### config.mk
export PLATFORM = sky130hd
export DESIGN_NAME = alu_issue_ctrl
export DESIGN_NICKNAME = d
export VERILOG_FILES = /design/src/rtl/alu_issue_ctrl.sv
export SDC_FILE = /design/constraint.sdc
export NUM_CORES = 1
export LEC_CHECK = 0
export ABC_AREA = 0
export BUFFER_PORTS_ARGS = -buffer_cell sky130_fd_sc_hd__buf_2
export CORE_ASPECT_RATIO = 0.7
export CORE_MARGIN = 2
export CORE_UTILIZATION = 50
export CTS_CLUSTER_DIAMETER = 40
export DETAILED_ROUTE_END_ITERATION = 16
export GPL_ROUTABILITY_DRIVEN = 0
export PLACE_DENSITY = 0.85
export SYNTH_ARGS = -nofsm -noshare
export SYNTH_HDL_FRONTEND = slang
export SYNTH_SLANG_ARGS = --single-unit
### constraint.sdc
create_clock -name clk -period 3.7 [get_ports clk]
set_clock_uncertainty 0.1 [all_clocks]
set_input_delay 0.185 -clock clk [delete_from_list [all_inputs] [get_ports clk]]
set_output_delay 0.185 -clock clk [all_outputs]
set_load 0.01 [all_outputs]
### src/rtl/alu_issue_ctrl.sv
// ALU issue controller: accepts one request at a time, launches it to an
// external ALU, waits a fixed per-opcode latency and returns the result.
module alu_issue_ctrl #(
    parameter int LAT_ALU = 2,
    parameter int LAT_MUL = 3
) (
    input  logic               clk,
    input  logic               rst,
    input  logic               req_valid,
    output logic               req_ready,
    input  logic signed [31:0] req_a,
    input  logic signed [31:0] req_b,
    input  logic [5:0]         req_op,
    input  logic [3:0]         req_tag,
    output logic               alu_load,
    output logic signed [31:0] alu_a,
    output logic signed [31:0] alu_b,
    output logic [5:0]         alu_op,
    input  logic signed [31:0] alu_result,
    output logic               rsp_valid,
    input  logic               rsp_ready,
    output logic signed [31:0] rsp_data,
    output logic [3:0]         rsp_tag,
    output logic               rsp_err,
    output logic [15:0]        op_count
);

    localparam logic [1:0] S_IDLE = 2'd0;
    localparam logic [1:0] S_LOAD = 2'd1;
    localparam logic [1:0] S_WAIT = 2'd2;
    localparam logic [1:0] S_RESP = 2'd3;

    localparam logic [5:0] OP_MUL  = 6'd5;
    localparam logic [5:0] OP_LAST = 6'd5;

    localparam logic [3:0] CNT_ALU = 4'(LAT_ALU - 1);
    localparam logic [3:0] CNT_MUL = 4'(LAT_MUL - 1);

    logic [1:0] state;
    logic [1:0] state_nxt;
    logic [3:0] cnt;
    logic [3:0] cnt_load;
    logic       accept;
    logic       op_ok;
    logic       rsp_fire;
    logic       capture;

    assign op_ok     = (req_op <= OP_LAST);
    assign rsp_valid = (state == S_RESP);
    assign alu_load  = (state == S_LOAD);
    assign rsp_fire  = rsp_valid && rsp_ready;
    assign capture   = (state == S_WAIT) && (cnt == 4'd0);
    assign accept    = req_valid && req_ready;

    // A response slot frees up on the same edge it retires, so RESP can accept.
    always_comb begin
        req_ready = 1'b0;
        if (!rst) begin
            unique case (1'b1)
                (state == S_IDLE): req_ready = 1'b1;
                (state == S_RESP): req_ready = rsp_ready;
                default:           req_ready = 1'b0;
            endcase
        end
    end

    always_comb begin
        cnt_load = CNT_ALU;
        unique case (1'b1)
            (alu_op == OP_MUL): cnt_load = CNT_MUL;
            default:            cnt_load = CNT_ALU;
        endcase
    end

    always_comb begin
        state_nxt = state;
        case (state)
            S_IDLE: begin
                if (accept)
                    state_nxt = op_ok ? S_LOAD : S_RESP;
            end
            S_LOAD: state_nxt = S_WAIT;
            S_WAIT: begin
                if (cnt == 4'd0)
                    state_nxt = S_RESP;
            end
            S_RESP: begin
                if (accept)
                    state_nxt = op_ok ? S_LOAD : S_RESP;
                else if (rsp_ready)
                    state_nxt = S_IDLE;
            end
            default: state_nxt = S_IDLE;
        endcase
    end

    always_ff @(posedge clk) begin
        if (rst) begin
            state    <= S_IDLE;
            cnt      <= 4'd0;
            alu_a    <= '0;
            alu_b    <= '0;
            alu_op   <= '0;
            rsp_data <= '0;
            rsp_tag  <= '0;
            rsp_err  <= 1'b0;
            op_count <= '0;
        end else begin
            state <= state_nxt;

            if (accept) begin
                rsp_tag <= req_tag;
                if (op_ok) begin
                    alu_a  <= req_a;
                    alu_b  <= req_b;
                    alu_op <= req_op;
                end else begin
                    rsp_data <= '0;
                    rsp_err  <= 1'b1;
                end
            end

            if (state == S_LOAD)
                cnt <= cnt_load;
            else if ((state == S_WAIT) && (cnt != 4'd0))
                cnt <= cnt - 4'd1;

            if (capture) begin
                rsp_data <= alu_result;
                rsp_err  <= 1'b0;
            end

            if (rsp_fire && (op_count != 16'hFFFF))
                op_count <= op_count + 16'd1;
        end
    end

endmodule

# Word level (Yosys, flattened, before mapping)
# Cells that the tools add are included.
dict set report totals {
  romBits 0
  inputBits 110
  latch_bits 0
  register_bits 129
  n_memories 0
  ramBits 0
  wordCells 51
}
dict set report classes {
  bitwise_logic 1
  addsub 2
  reduce_logical 15
  n_eq_ne 9
  n_mul 0
  shifts 0
  n_div 0
  mux 14
  n_lt_le_gt_ge 1
}
# op count
set ops {}
lappend ops {{32-bit two-way mux} 3}
lappend ops {{16-bit by 1-bit adder with 16-bit output, second input constant} 1}
lappend ops {{16-bit inequality test, second input constant} 1}
lappend ops {{2-bit two-way mux} 6}
lappend ops {{4-bit two-way mux} 2}
lappend ops {{2-bit case mux with 4 select lines} 1}
lappend ops {{6-bit by 3-bit equality test with 1-bit output, second input constant} 1}
lappend ops {{6-bit by 3-bit <= comparator with 1-bit output, second input constant} 1}
lappend ops {{2-bit AND reduction} 3}
lappend ops {{1-bit logical AND} 5}
lappend ops {{2-bit equality test, second input constant} 2}
lappend ops {{4-bit zero test} 1}
lappend ops {{2-bit inequality test, second input constant} 2}
lappend ops {{2-bit nonzero test} 2}
lappend ops {{4-bit nonzero test} 1}
lappend ops {{4-bit by 1-bit subtractor with 4-bit output, second input constant} 1}
lappend ops {{3-bit by 1-bit inequality test with 1-bit output, second input constant} 1}
lappend ops {{3-bit AND reduction} 1}
lappend ops {{2-bit by 1-bit equality test with 1-bit output, second input constant} 1}
lappend ops {{2-bit zero test} 1}
lappend ops {{2-bit by 1-bit inequality test with 1-bit output, second input constant} 1}
lappend ops {{1-bit case mux with 2 select lines} 1}
lappend ops {{2-bit OR reduction} 1}
lappend ops {{1-bit two-way mux} 1}
lappend ops {{1-bit inverter} 1}

# Longest topological paths before layout
# Gate-level depths: netlist of run 1.
dict set report logic_depth {
  ltp_word 6
  mapped_depth 9
  depth_no_buf 6
}

# Least setup slack after synthesis of run 1
# No wires, ideal clock.
dict set report synth_path {
  kind {register to register}
  startpoint {register state[0]}
  endpoint {register alu_b[4]}
  setup_time_ps 132
  arrival_time_ps 2010
  setup_slack_ps 1458
  stages_incl_launch_ff 10
  path_buffers 3
  synth_period_minus_slack_ps 2242
  cell_sequence {dfxtp_1 -> inv_1 -> ha_1 -> or3b_1 -> clkbuf_1 -> or3_1 -> clkbuf_1 -> clkbuf_1 -> nand2_1 -> a21oi_1}
}
dict set report synth_via {
  elab_chain_cells 5
  word_cells_on_any_way 6
}
# item line
set synth_rtl {}
lappend synth_rtl {{start, declared} 39} ;# logic [1:0] state;
lappend synth_rtl {{start signal, assigned} 109} ;# state <= state_nxt;
lappend synth_rtl {{2-bit equality test / 2-bit zero test (equally long branches)} {61, 60}}
lappend synth_rtl {{1-bit case mux with 2 select lines *} 59} ;# unique case (1'b1)
lappend synth_rtl {{1-bit two-way mux *} 58} ;# if (!rst) begin
lappend synth_rtl {{1-bit logical AND *} 53} ;# assign accept = req_valid && req_ready;
lappend synth_rtl {{2-bit AND reduction (no line) *} n/a}
lappend synth_rtl {{end signal, assigned} 115} ;# alu_b <= req_b;
lappend synth_rtl {{end, declared} 17} ;# output logic signed [31:0] alu_b,
# Mark *: on every way between the ends. The rest lies on a longest branch, timed or not.
# A chain may end at the register's enable or synchronous reset.

# Worst setup path after layout of run 1
dict set report layout_path {
  startpoint {register state[0]}
  endpoint {register alu_a[6]}
}
dict set report layout_via {
  elab_chain_cells 5
  word_cells_on_any_way 6
}
# item line
set layout_rtl {}
lappend layout_rtl {{2-bit equality test / 2-bit zero test (equally long branches)} {61, 60}}
lappend layout_rtl {{1-bit case mux with 2 select lines *} 59}
lappend layout_rtl {{1-bit two-way mux *} 58}
lappend layout_rtl {{1-bit logical AND *} 53}
lappend layout_rtl {{2-bit AND reduction (no line) *} n/a}
lappend layout_rtl {{end signal, assigned} 114} ;# alu_a <= req_a;
lappend layout_rtl {{end, declared} 16} ;# output logic signed [31:0] alu_a,
# Marks and branches as above.

==> impl_results.rst, run 1 <==
.. list-table::
   :header-rows: 1

   * - Metric
     - Value
   * - Switching power
     - between 1 and 1.5 mW
   * - Netlist cell types
     - 51
   * - Detailed-route wire length
     - 18400 µm
   * - Detailed-router iteration count before antenna repair
     - 6
   * - #FFs+latches synth
     - 129
   * - Number of buffers created by CTS
     - 17
   * - Clock tree from TritonCTS
     - yes
   * - Cells taking the most area after synthesis
     - sky130_fd_sc_hd__dfxtp_1 52%, sky130_fd_sc_hd__nand2_1 12%, sky130_fd_sc_hd__a21oi_1 8.2%
   * - CTS sink cnt
     - 129
   * - CTS H-tree depth
     - 4
   * - Ys flop type
     - sky130_fd_sc_hd__dfxtp_1
   * - Global-route wire length before repair
     - about 28000 µm
   * - Pin count of the biggest net entering global routing
     - about 70
   * - Yosys Warn Count
     - 0
   * - Number of buffers between clock root and the deepest sink
     - 2
   * - Shortest period the worst path allows
     - about 3.0 ns
   * - Total global-route track usage
     - 33.7%
   * - End-of-flow core utilization
     - 80.9%
   * - Initial core utilization
     - between 50% and 60%
   * - Critical path data required time
     - approximately 3.9 ns
   * - Run status
     - completed
   * - Fraction of final layout cells sized beyond drive strength 1
     - 30.9%
   * - Root cell of the clock tree
     - sky130_fd_sc_hd__clkbuf_16
   * - Library cell with the largest summed area after synthesis
     - sky130_fd_sc_hd__dfxtp_1
   * - Crit share post-route
     - between 80% and 90%
   * - Hold Violations, Final
     - 0
   * - Hold/Removal Path Class
     - input port to flip-flop
   * - Number of vias per cell after detailed routing
     - 5.59
   * - Worst-case setup slack after placement
     - 0.801 ns
   * - Remaining routing DRC violations
     - 0
   * - Count of buffers from port buffering
     - 235
   * - Setup slack after layout
     - around 0.7 ns
   * - Minimum setup slack among reg-to-reg paths
     - 0.71 ns
   * - Post-cts gate resize count
     - 0
   * - Die footprint
     - 10700 µm²
   * - Worst vdd ir
     - 375 µV
   * - Antenna violation net count after detailed routing
     - 0
   * - Clock latency at the later pin of the worst-skew pair
     - around 0.4 ns
   * - Vias
     - between 5000 and 6000
   * - Top-area cell type share of the netlist area
     - between 50% and 60%
   * - Share of synthesized registers carrying an async set or reset
     - 0%
   * - Clock-pin slew reported for the worst setup and hold paths after clock tree synthesis
     - roughly 0.050 ns
   * - Accumulated negative setup slack
     - 0 ns
   * - Most frequently used cell type in the post-synthesis netlist
     - sky130_fd_sc_hd__nand2_1
   * - Sequential share of the synthesized area
     - 52.3%
   * - Number of rows created at floorplan
     - 30
   * - Total grt overflow
     - 0
   * - Crit path kind
     - flip-flop to flip-flop
   * - Detailed Place HPWL
     - ~10000 µm
   * - Avg Cell Area, Syn
     - 8.46 µm²
   * - Via count of the first global-routing pass
     - around 5700
   * - Arrival time worst endpoint
     - between 3 and 4 ns
   * - Fillcell total
     - 529
   * - Setup Viol. Count Final
     - 0
   * - Post-layout net count
     - roughly 1000
   * - Post-synthesis instance area
     - 4930 µm²
   * - WL/cell
     - roughly 18 µm
   * - Ranking of synthesized cells by instance count
     - 153 x sky130_fd_sc_hd__nand2_1, 129 x sky130_fd_sc_hd__dfxtp_1, 81 x sky130_fd_sc_hd__a21oi_1, 39 x sky130_fd_sc_hd__nor2_1, 32 x sky130_fd_sc_hd__a22oi_1
   * - Clock network fraction of total power
     - around two fifths
   * - Post-detailed-placement cell area
     - 6150 µm²
   * - Kind of start point of the critical path
     - flip-flop
   * - Power per Cell Area
     - around 560 nW/µm²
   * - Sequential fraction of design power
     - 36.9%
   * - Horizontal die dimension
     - 123 µm
   * - Transition at the pin with the smallest max-transition slack
     - between 1 and 1.5 ns
   * - Boundary pin count
     - 236
   * - Cell leakage power
     - 3.43 nW
   * - Final instance area
     - 7800 µm²
   * - Post-synthesis instance total
     - around 580
   * - EDFF count, synth
     - 0
   * - Die Height
     - 87.1 µm
   * - Number of max-slew violations in the final report
     - 0
   * - Cell-internal power
     - 3.13 mW
   * - Synth Net Count
     - 700
   * - Number of DRC markers in iteration 0
     - 439
   * - Type of destination of the critical path
     - flip-flop
   * - Highest clock frequency the design can meet
     - between 300 and 400 MHz
   * - Core Box Area
     - 9650 µm²
   * - Area growth syn-to-layout
     - 58.2%
   * - Number of antenna violations at the first check in global routing
     - 0
   * - Proportion of power drawn by combinational gates
     - 23.4%
   * - Max-Slew Margin vs Limit
     - 13.9%
   * - Number of max-cap violations
     - 0
   * - Unrepaired setup endpoints after global routing
     - false
   * - Fraction of power spent switching nets
     - between 20% and 30%
   * - Total Power Consumption
     - between 4 and 5 mW
   * - CP max FO
     - 70
[cell usage in the layout (no fill, tap or decap), types with 3 or more instances in the layout]
cell                            netlist  routed
sky130_fd_sc_hd__a21oi_1             81      81
sky130_fd_sc_hd__a22oi_1             32      32
sky130_fd_sc_hd__and3_1               3       3
sky130_fd_sc_hd__buf_2                9     234
sky130_fd_sc_hd__buf_4                0       4
sky130_fd_sc_hd__bufinv_16            0       4
sky130_fd_sc_hd__clkbuf_16            0      17
sky130_fd_sc_hd__clkinv_2             0       5
sky130_fd_sc_hd__dfxtp_1            129     129
sky130_fd_sc_hd__dlygate4sd3_1        0     103
sky130_fd_sc_hd__ha_1                 7       7
sky130_fd_sc_hd__inv_1                9       9
sky130_fd_sc_hd__nand2_1            153     153
sky130_fd_sc_hd__nand3_1              8       8
sky130_fd_sc_hd__nand4_1              4       4
sky130_fd_sc_hd__nor2_1              39      39
sky130_fd_sc_hd__nor3_1              11      11
sky130_fd_sc_hd__o21ai_0              7       7
sky130_fd_sc_hd__o21bai_1             3       3
sky130_fd_sc_hd__o31ai_1              6       6
sky130_fd_sc_hd__o41ai_1              3       3
sky130_fd_sc_hd__or3_1                5       4
sky130_fd_sc_hd__or4_1                3       3
[stage by stage]
step           hold slack [ns]  std cells
6_report                 0.121       1044
5_1_grt                  0.145       1043
4_1_cts                  0.106       1043
3_5_place_dp             0.296        909
3_3_place_gp             0.282        909
2_1_floorplan            0.194        583
[power groups by stage]
stage	Combinational [mW]	Clock, mW	Sequential [mW]
6_report	1.03	1.75	1.62
5_1_grt	1.11	1.83	1.64
4_1_cts	0.985	1.76	1.61
3_5_place_dp	0.888	0	1.64
3_3_place_gp	0.851	0	1.63
2_1_floorplan	0.513	0	1.69
[registers in the layout (all words and copies together), names as in the netlist]
register / count
rsp_err: 1
op_count: 16
rsp_tag: 4
cnt: 4
alu_b: 32
alu_a: 32
rsp_data: 32
alu_op: 6
state: 2
[final cells by class]
cell class	instances	area [µm²]	share of cell area, %
inverter	9	33.8	0.433
clock inverter	11	161	2.07
tap	128	160	2.05
clock buffer	20	457	5.85
multi-input combinational	404	2160	27.6
timing repair buffer	342	2250	28.9
sequential	129	2580	33.1
antenna	1	2.50	0.0321
[path summary, 6_finish.rpt]
path | from | end | cells past startpoint
setup / recovery | state[0]$_SDFFE_PP0P_ | alu_a[6]$_SDFFE_PP0P_ | 6
hold / removal | rsp_ready | op_count[2]$_SDFFE_PP0P_ | 3
setup reg to reg | state[0]$_SDFFE_PP0P_ | alu_a[6]$_SDFFE_PP0P_ | 6
hold reg to reg | alu_b[20]$_SDFFE_PP0P_ | alu_b[20]$_SDFFE_PP0P_ | 2
[critical path: stages, from the launching register on]
cell,delay (ns)
sky130_fd_sc_hd__dfxtp_1,0.37
sky130_fd_sc_hd__inv_1,0.11
sky130_fd_sc_hd__ha_1,0.34
sky130_fd_sc_hd__or3b_1,0.52
sky130_fd_sc_hd__or3_2,1.00
sky130_fd_sc_hd__nand2_1,0.30
sky130_fd_sc_hd__a21oi_1,0.10
[layer usage]
metal	part of all wire, %	up-vias	track usage [%]
met5	0	-	0
met4	4.4	0	18.9
met3	9.1	69	9.62
met2	50	391	59.2
met1	36	2726	36.7
li1	-	2655	-
[what timing repair did]
action / in CTS / in global routing
buffers inserted: 0 / 0
hold endpoints to repair: 103 / 0
hold buffers: 103 / 0
[cells by family (layout without fill, tap and decap cells)]
kind of cell | count (synthesis) | after routing | share of synthesized area, %
AO/OA/AOI/OAI | 145 | 145 | 18.0
XOR/XNOR | 3 | 3 | 0.533
adder cells (fa/ha/maj) | 7 | 7 | 1.78
buffers and inverters | 50 | 382 | 4.54
flip-flops | 129 | 129 | 52.3
multiplexers | 3 | 3 | 0.659
other | 0 | 1 | 0
AND/OR/NAND/NOR | 246 | 246 | 22.1
(Power assumes the default switching activity.)
==> run 2: changes to the inputs <==
- CORE_UTILIZATION: 50 -> 42
- PLACE_DENSITY: 0.85 -> 0.77
- clock period: 3.7 -> 2.5 ns (I/O delays scaled with it)
==> impl_results.rst, run 2 (same netlist as run 1, synthesis figures left out) <==
.. list-table::
   :header-rows: 1

   * - Metric
     - Value
   * - Number of cells traversed by the worst register-to-register path
     - 7
   * - Worst-case setup slack after placement
     - 0.204 ns
   * - Crit share post-route
     - 94.3%
   * - Antenna violation net count after detailed routing
     - 0
   * - Arrival time worst endpoint
     - roughly 2.5 ns
   * - Number of max-cap violations
     - 0
   * - Core Box Area
     - 11600 µm²
   * - CTS sink cnt
     - roughly 130
   * - Fillcell total
     - 908
   * - Number of antenna violations at the first check in global routing
     - 0
   * - Hold-critical path depth
     - 3
   * - Count of placed standard cells in the final layout, fillers left out
     - 1081
   * - CP max FO
     - 70
   * - Endpoint of the most critical register-to-register path
     - alu_a[3]$_SDFFE_PP0P_
   * - Detailed Place HPWL
     - between 9000 and 10000 µm
   * - Final instance area
     - a little under 8000 µm²
   * - Hold Path Sink
     - op_count[2]$_SDFFE_PP0P_
   * - Setup slack after layout
     - 0.142 ns
   * - Die Height
     - 94.7 µm
   * - Shortest period the worst path allows
     - 2.36 ns
   * - Type of destination of the critical path
     - flip-flop
   * - Total global-route track usage
     - 25.3%
   * - Die footprint
     - ~13000 µm²
   * - Combined area of the multi-input logic cells
     - 2160 µm²
   * - Most frequent cells in the layout
     - 234 x sky130_fd_sc_hd__buf_2, 153 x sky130_fd_sc_hd__nand2_1, 129 x sky130_fd_sc_hd__dfxtp_1, 104 x sky130_fd_sc_hd__dlygate4sd3_1, 81 x sky130_fd_sc_hd__a21oi_1
   * - Registers with the most flip-flops
     - alu_a: 32 flops, alu_b: 32 flops, rsp_data: 32 flops
   * - Critical path data required time
     - about 2.6 ns
   * - Boundary pin count
     - 236
   * - Count of buffers from port buffering
     - 235
   * - Accumulated negative setup slack
     - 0 ns
   * - Detailed-router iteration count before antenna repair
     - 5
   * - Kind of cell adding the most delay to the critical path
     - simple AND/OR/NAND/NOR gates
   * - Max-Slew Margin vs Limit
     - a little under a third
   * - Worst hold slack
     - about 0.059 ns
   * - Cell leakage power
     - 3.44 nW
   * - Post-detailed-placement cell area
     - 6250 µm²
   * - Unrepaired setup endpoints after global routing
     - false
   * - Setup Viol. Count Final
     - 0
   * - # placed instances
     - 944
   * - Maximum single-stage delay on the critical path
     - 0.45 ns
   * - Most common cell after layout, fill and taps aside
     - sky130_fd_sc_hd__buf_2
   * - CTS H-tree depth
     - 4
   * - Initial core utilization
     - between 40% and 50%
   * - Post-layout net count
     - 1027
   * - Root cell of the clock tree
     - sky130_fd_sc_hd__clkbuf_16
   * - Clock latency at the later pin of the worst-skew pair
     - 0.41 ns
   * - Power per Cell Area
     - 800 nW/µm²
   * - Number of buffers created by CTS
     - 17
   * - Cell chain of the critical path
     - inv_1, ha_1, or3b_1, or3_2, buf_12, nand2_1, a21oi_1
   * - Number of DRC markers in iteration 0
     - 256
   * - Number of rows created at floorplan
     - 33
   * - FF+latch area
     - 2580 µm²
   * - Hold/Removal Path Class
     - input port to flip-flop
   * - Crit path kind
     - flip-flop to flip-flop
   * - Hold Violations, Final
     - 0
   * - Clock-pin slew reported for the worst setup and hold paths after clock tree synthesis
     - 0.06 ns
   * - Launching point of the worst reg2reg path
     - state[1]$_SDFFE_PP0P_
   * - Fraction of final layout cells sized beyond drive strength 1
     - 31.4%
   * - Clock tree from TritonCTS
     - yes
   * - Hold path startpoint
     - rsp_ready
   * - Critical path's slowest cell
     - sky130_fd_sc_hd__or3_2
   * - Setup fix buffers added after clock tree synthesis
     - 0
   * - Horizontal die dimension
     - around 130 µm
   * - Area growth syn-to-layout
     - 59.6%
   * - Remaining routing DRC violations
     - 0
   * - Global-route wire length before repair
     - around 26000 µm
   * - Worst path buffer plus inverter count
     - 2
   * - Transition at the pin with the smallest max-transition slack
     - a little over 1 ns
   * - Vias
     - 5550
   * - Via count of the first global-routing pass
     - about 5300
   * - Total grt overflow
     - 0
   * - Detailed-route wire length
     - 16400 µm
   * - Run status
     - completed
   * - Highest clock frequency the design can meet
     - 424 MHz
   * - Number of vias per cell after detailed routing
     - 5.13
   * - Number of max-slew violations in the final report
     - 0
   * - Minimum setup slack among reg-to-reg paths
     - 0.14 ns
   * - Worst vdd ir
     - 521 µV
   * - Number of buffers between clock root and the deepest sink
     - 2
   * - WL/cell
     - 15.1 µm
   * - Pin count of the biggest net entering global routing
     - 100
   * - Kind of start point of the critical path
     - flip-flop
-- run 2: repair_timing --
item / in CTS / in global routing
resized for setup: 0 / 0
endpoints found under the hold margin: 104 / 0
hold buffers: 104 / 0
-- run 2: tightest hold or removal path, cell delays in order --
cell and delay, ns:
sky130_fd_sc_hd__buf_2 0.15, sky130_fd_sc_hd__a31oi_1 0.18, sky130_fd_sc_hd__nor3_1 0.05
-- run 2: power breakdown --
group	internal (mW)	switching, mW	leakage, nW	total [mW]
combinational	0.681	0.808	2.12	1.49
clock	1.48	0.942	0.279	2.42
sequential	2.26	0.121	1.04	2.39
total	4.43	1.87	3.44	6.30
-- run 2: area by class of cell --
type                            count  area share (%)
Inverter                            9           0.429
Clock buffer                       18            5.45
Sequential cell                   129            32.8
Tap cell                          157            2.49
Timing Repair Buffer              349            29.5
Multi-Input combinational cell    404            27.4
Clock inverter                     14            1.99
Antenna cell                        1          0.0318
-- run 2: per-stage QoR --
| stage | util, % | total power, mW |
|---|---|---|
| 4_1_cts | 68.1 | 6.30 |
| 5_1_grt | 68.1 | 6.61 |
| 2_1_floorplan | - | 3.25 |
| 6_report | 68.1 | 6.30 |
| 3_3_place_gp | 54.0 | 3.74 |
| 3_5_place_dp | 54.0 | 3.75 |
-- run 2: layer usage --
layer  global-route usage, %  up-vias  part of all wire (%)
li1                        -     2668                     -
met1                    29.1     2573                    40
met2                    43.0      263                    48
met3                    8.37       46                   8.0
met4                    12.3        0                   3.4
met5                       0        -                     0
-- run 2: worst max path at each step --
stage | start | end | slack [ns] | depth (start not counted)
global placement | state[1]$_SDFFE_PP0P_ | alu_b[27]$_SDFFE_PP0P_ | 0.23 | 7
finish | state[1]$_SDFFE_PP0P_ | alu_a[3]$_SDFFE_PP0P_ | 0.14 | 7
CTS | state[1]$_SDFFE_PP0P_ | alu_b[24]$_SDFFE_PP0P_ | 0.17 | 7
floorplan | state[0]$_SDFFE_PP0P_ | alu_b[4]$_SDFFE_PP0P_ | 0.26 | 9
global route | state[1]$_SDFFE_PP0P_ | alu_b[1]$_SDFFE_PP0P_ | 0.04 | 7
detailed placement | state[1]$_SDFFE_PP0P_ | alu_b[24]$_SDFFE_PP0P_ | 0.20 | 7
